[src/rtl/video_timing_controller.sv]
// rtl/video_timing_controller.sv - raster timing generator: h/v counters, syncs, data enable, pixel addresses (option: VTC_SYNC_ALIGN_EN)
module video_timing_controller #(
    parameter int   H_ACTIVE       = 1280,
    parameter int   H_FP           = 48,
    parameter int   H_SYNC         = 112,
    parameter int   H_BP           = 248,
    parameter int   V_ACTIVE       = 1024,
    parameter int   V_FP           = 1,
    parameter int   V_SYNC         = 3,
    parameter int   V_BP           = 38,
    parameter logic HS_POL         = 1'b1,
    parameter logic VS_POL         = 1'b1,
    parameter int   ROW_ADDR_WIDTH = 10,
    parameter int   COL_ADDR_WIDTH = 11
) (
    input  logic                      clk,
    input  logic                      rst_n,
    output logic                      hsync,
    output logic                      vsync,
    output logic                      de,
    output logic                      next_pixel,
    output logic [ROW_ADDR_WIDTH-1:0] row_address,
    output logic [COL_ADDR_WIDTH-1:0] col_address,
    output logic                      frame_start
);

    localparam int H_TOTAL = H_ACTIVE + H_FP + H_SYNC + H_BP;
    localparam int V_TOTAL = V_ACTIVE + V_FP + V_SYNC + V_BP;
    localparam int HCW     = (H_TOTAL > 1) ? $clog2(H_TOTAL) : 1;
    localparam int VCW     = (V_TOTAL > 1) ? $clog2(V_TOTAL) : 1;

    localparam logic [HCW-1:0] H_LAST   = HCW'(H_TOTAL - 1);
    localparam logic [VCW-1:0] V_LAST   = VCW'(V_TOTAL - 1);
    localparam logic [HCW-1:0] H_ACT_C  = HCW'(H_ACTIVE);
    localparam logic [VCW-1:0] V_ACT_C  = VCW'(V_ACTIVE);
    localparam logic [HCW-1:0] HS_START = HCW'(H_ACTIVE + H_FP);
    localparam logic [HCW-1:0] HS_END   = HCW'(H_ACTIVE + H_FP + H_SYNC);
    localparam logic [VCW-1:0] VS_START = VCW'(V_ACTIVE + V_FP);
    localparam logic [VCW-1:0] VS_END   = VCW'(V_ACTIVE + V_FP + V_SYNC);

    logic [HCW-1:0] h_cnt;
    logic [VCW-1:0] v_cnt;
    // run is low while in reset and for the release edge itself, so the first
    // cycle after release presents pixel (0,0) and every output is idle in reset.
    logic           run;

    logic active;
    logic hs_on;
    logic vs_on;
    logic hsync_d;
    logic vsync_d;
    logic de_d;

    // Track whether the raster is running (first edge with rst_n high starts it).
    always_ff @(posedge clk) begin
        if (!rst_n) begin
            run <= 1'b0;
        end else begin
            run <= 1'b1;
        end
    end

    // Free-running horizontal/vertical counters; held at 0 until running.
    always_ff @(posedge clk) begin
        if (!rst_n || !run) begin
            h_cnt <= '0;
            v_cnt <= '0;
        end else if (h_cnt == H_LAST) begin
            h_cnt <= '0;
            v_cnt <= (v_cnt == V_LAST) ? '0 : v_cnt + 1'b1;
        end else begin
            h_cnt <= h_cnt + 1'b1;
        end
    end

    // Decode region, sync windows, addresses and frame marker from the counters.
    always_comb begin
        active      = run && (h_cnt < H_ACT_C) && (v_cnt < V_ACT_C);
        hs_on       = run && (h_cnt >= HS_START) && (h_cnt < HS_END);
        vs_on       = run && (v_cnt >= VS_START) && (v_cnt < VS_END);
        hsync_d     = hs_on ? HS_POL : ~HS_POL;
        vsync_d     = vs_on ? VS_POL : ~VS_POL;
        de_d        = active;
        next_pixel  = active;
        // Blanking addresses are forced to 0 so the last-pixel pair occurs once per frame.
        col_address = active ? COL_ADDR_WIDTH'(h_cnt) : '0;
        row_address = active ? ROW_ADDR_WIDTH'(v_cnt) : '0;
        frame_start = run && (h_cnt == '0) && (v_cnt == '0);
    end

`ifdef VTC_SYNC_ALIGN_EN
    // Delay syncs and de one clock to line up with downstream registered pixel data.
    always_ff @(posedge clk) begin
        if (!rst_n) begin
            hsync <= ~HS_POL;
            vsync <= ~VS_POL;
            de    <= 1'b0;
        end else begin
            hsync <= hsync_d;
            vsync <= vsync_d;
            de    <= de_d;
        end
    end
`else
    // Syncs and de leave in the same cycle as the address.
    always_comb begin
        hsync = hsync_d;
        vsync = vsync_d;
        de    = de_d;
    end
`endif

endmodule

[config.mk]
export PLATFORM = sky130hd
export DESIGN_NAME = video_timing_controller
export DESIGN_NICKNAME = d
export VERILOG_FILES = /design/src/rtl/video_timing_controller.sv
export SDC_FILE = /design/constraint.sdc
export NUM_CORES = 1
export LEC_CHECK = 0
export CELL_PAD_IN_SITES_DETAIL_PLACEMENT = 1
export CELL_PAD_IN_SITES_GLOBAL_PLACEMENT = 2
export CORE_MARGIN = 2
export CORE_UTILIZATION = 29
export DETAILED_ROUTE_END_ITERATION = 7
export GPL_ROUTABILITY_DRIVEN = 0
export HOLD_SLACK_MARGIN = 0.15
export PLACE_DENSITY_LB_ADDON = 0.08
export SETUP_SLACK_MARGIN = 0.02
export SKIP_LAST_GASP = 1
export SYNTH_ARGS = -nofsm -noshare
export SYNTH_HDL_FRONTEND = slang
export SYNTH_SLANG_ARGS = --single-unit
export TNS_END_PERCENT = 100
[constraint.sdc]
create_clock -name clk -period 3.1 [get_ports clk]
set_clock_uncertainty 0.15 [all_clocks]
set_input_delay 0.62 -clock clk [delete_from_list [all_inputs] [get_ports clk]]
set_output_delay 0.62 -clock clk [all_outputs]
set_load 0.02 [all_outputs]
==> impl_metrics.toml <==
[cells_and_area]
nNetsFinal = 202
fill_cells = 524
drive_above_1_share_pct = 6.70
seq_area_um2 = 460
fin_util_pct = 38.7
layout_commonest_cell = "clkdlybuf4s50_1"
multi_input_area_um2 = 825
layout_common_cells = "clkdlybuf4s50_1 (27), nor2_1 (25), dfxtp_1 (23)"
syn_to_final_growth_pct = 27.0
antenna_cells = 0

[timing]
finalSetupViolations = 0
fin_tns_setup_ns = 0
period_needed_ns = 2.91
rsz0062_at_grt = "no"
report.final.hold_viol_count = 0
fin_ws_ns = 0.191
tightestPinTransition_ns = 0.730
slew_headroom_pct = 51.0
slew_violations = 0
timing.fmax_ghz = 0.344
period_share_pct = 93.8

[floorplan]
die_h_um = 72.1
dieArea_um2 = 5190
start_util_pct = 30.4
rows = 24
die_w_um = 72.1
core_um2 = 4410
io_pins = 28

[route]
num_vias = 1274
dr_wl_met2_um = 1700
drc_errors = 0
wl_per_cell_um = 15.3
routed_wl_um = 3750
m1WireLength_um = 1880
ant_nets = 0
drt_first_pass_iters = 4
vias_per_cell = 5.18
met3WireLength_um = 139
drtIter0Drc = 24
top_layer = "met4"

[power]
internal_power_mw = 0.401
p_seq_share_pct = 57.6
p_clk_share_pct = 36.2
p_per_area_nw_per_um2 = 305
p_sw_mw = 0.119
p_sw_share_pct = 22.9
peakVddDrop_mv = 0.271
p_leak_nw = 0.578
combinationalPowerShare_pct = 6.3

[placed_design]
dp_hpwl_um = 2860
port_buffers = 27
pre_cts_slack_ns = 0.331

[synthesis]
synthesis.instances = 170
synth_area_um2 = 1340
ys_seq_area_share_pct = 34.3
ys_async_sr_fraction_pct = 0
yosysWarnings = 0
synth_area_per_cell_um2 = 7.90
synth-edff-count = 0
ys_ff_latch = 23
ys_types = 37
syn_nets = 177
ys.flop_type = "dfxtp_1"

[clocking]
clockRootBuffer = "clkbuf_8"
clk_latency_ns = 0.26
cts_setup_buffers = 0
h-tree-depth = 1
cts_tree = "yes"
ctsHoldBuffers = 0
numCtsBuffers = 3
cts.repair.resized = 0
clock_path_buffers = 2
cts.clk_slew.worst_paths_ns = 0.08
cts_sinks = 23

[worst_hold_path]
hold_start = "h_cnt[0]$_SDFF_PP0_"
min_path_cells = 1
holdPathEnd = "h_cnt[0]$_SDFF_PP0_"
hp-class = "register to register"

[grt]
grt_pass1_vias = 1279
grt_pass1_wl_um = 6270
grt_util_all_layers_pct = 15.2
grt_max_degree = 17
antenna_found_initial = 0
grt_remaining_overflow = 0

[critical_path]
rrSetupSlack_ns = 0.67
arrival_ns = 2.14
crit_start = "v_cnt[1]$_SDFFE_PP0P_"
cp.required_ns = 2.33
r2r_cells = 5
r2r-end = "v_cnt[3]$_SDFFE_PP0P_"
reg2reg_from = "h_cnt[0]$_SDFF_PP0_"
path_class = "register to output port"
crit_path_max_fanout = 5
critPathLaunchType = "register"
endpoint_kind = "output port"

[flow_run]
maxCapViolCount = 0

[status]
status = "finished, final reports clean"
logic make-up (layout without fill, tap and decap cells):
kind of cell / count (synthesis) / in the layout / synth area share, %
DFF: 23 / 23 / 34.3
AOI/OAI and AO/OA: 16 / 16 / 7.17
xor gates and xnor gates: 12 / 12 / 7.82
buffers and inverters: 16 / 40 / 5.31
adders and majority gates: 5 / 5 / 4.66
muxes: 1 / 1 / 0.745
and+or+nand+nor: 97 / 97 / 40.0
power groups by stage:
stage | sequential, mW | clock, mW | combinational (mW)
final | 0.299 | 0.188 | 0.0325
after global routing | 0.300 | 0.213 | 0.0354
after CTS | 0.299 | 0.197 | 0.0330
after detailed placement | 0.306 | 0 | 0.0328
after global placement | 0.306 | 0 | 0.0321
after floorplan | 0.306 | 0 | 0.0190
how the worst max path moves through the flow:
stage / endpoint / slack (ns) / cells past startpoint
3_5_place_dp: col_address[4] / 0.33 / 5
3_3_place_gp: row_address[8] / 0.42 / 5
5_1_grt: frame_start / 0.02 / 6
4_1_cts: col_address[4] / 0.04 / 5
2_1_floorplan: next_pixel / 0.80 / 5
6_report: frame_start / 0.19 / 6
synth_stat cells, drive strengths merged (5+ instances only):
| library cell | number | area [um^2] |
|---|---|---|
| nor2b | 14 | 87.6 |
| inv | 7 | 26.3 |
| nor2 | 25 | 93.8 |
| ha | 5 | 62.6 |
| nand2 | 10 | 37.5 |
| or3 | 5 | 37.5 |
| clkbuf | 7 | 26.3 |
| xor2 | 5 | 43.8 |
| nand3 | 11 | 55.1 |
| o21ai | 7 | 35.0 |
| xnor2 | 7 | 61.3 |
| dfxtp | 23 | 460 |
| a21oi | 5 | 28.8 |
layer usage:
metal	up-vias	track usage [%]
met3	4	3.06
li1	631	-
met5	-	0
met4	0	2.52
met2	26	24.5
met1	613	21.2
critical path, cell delays in order (launching register included):
cell,delay (ns)
dfxtp_1,0.37
inv_1,0.13
ha_1,0.17
nor4b_1,0.23
nand3b_1,0.10
nor3_1,0.23
clkdlybuf4s50_1,0.65
stage by stage:
| stage | power (mW) | hold WS [ns] | instances | instance area [um^2] |
|---|---|---|---|---|
| CTS | 0.529 | 0.344 | 246 | 1690 |
| global placement | 0.338 | 0.308 | 242 | 1650 |
| finish | 0.520 | 0.334 | 246 | 1710 |
| floorplan | 0.325 | 0.288 | 170 | 1340 |
| detailed placement | 0.339 | 0.325 | 242 | 1650 |
| global route | 0.548 | 0.371 | 246 | 1710 |
cell type report:
| type | count | share of cell area, % |
|---|---|---|
| Multi-Input combinational cell | 131 | 48.3 |
| Clock buffer | 4 | 2.64 |
| Sequential cell | 23 | 27.0 |
| Inverter | 7 | 1.54 |
| Tap cell | 52 | 3.81 |
| Timing Repair Buffer | 29 | 16.7 |
registers in the layout (all words and copies together), names as in the netlist:
name,cells
h_cnt,11
v_cnt,11
run,1
Power figures use the tool's default switching activity.
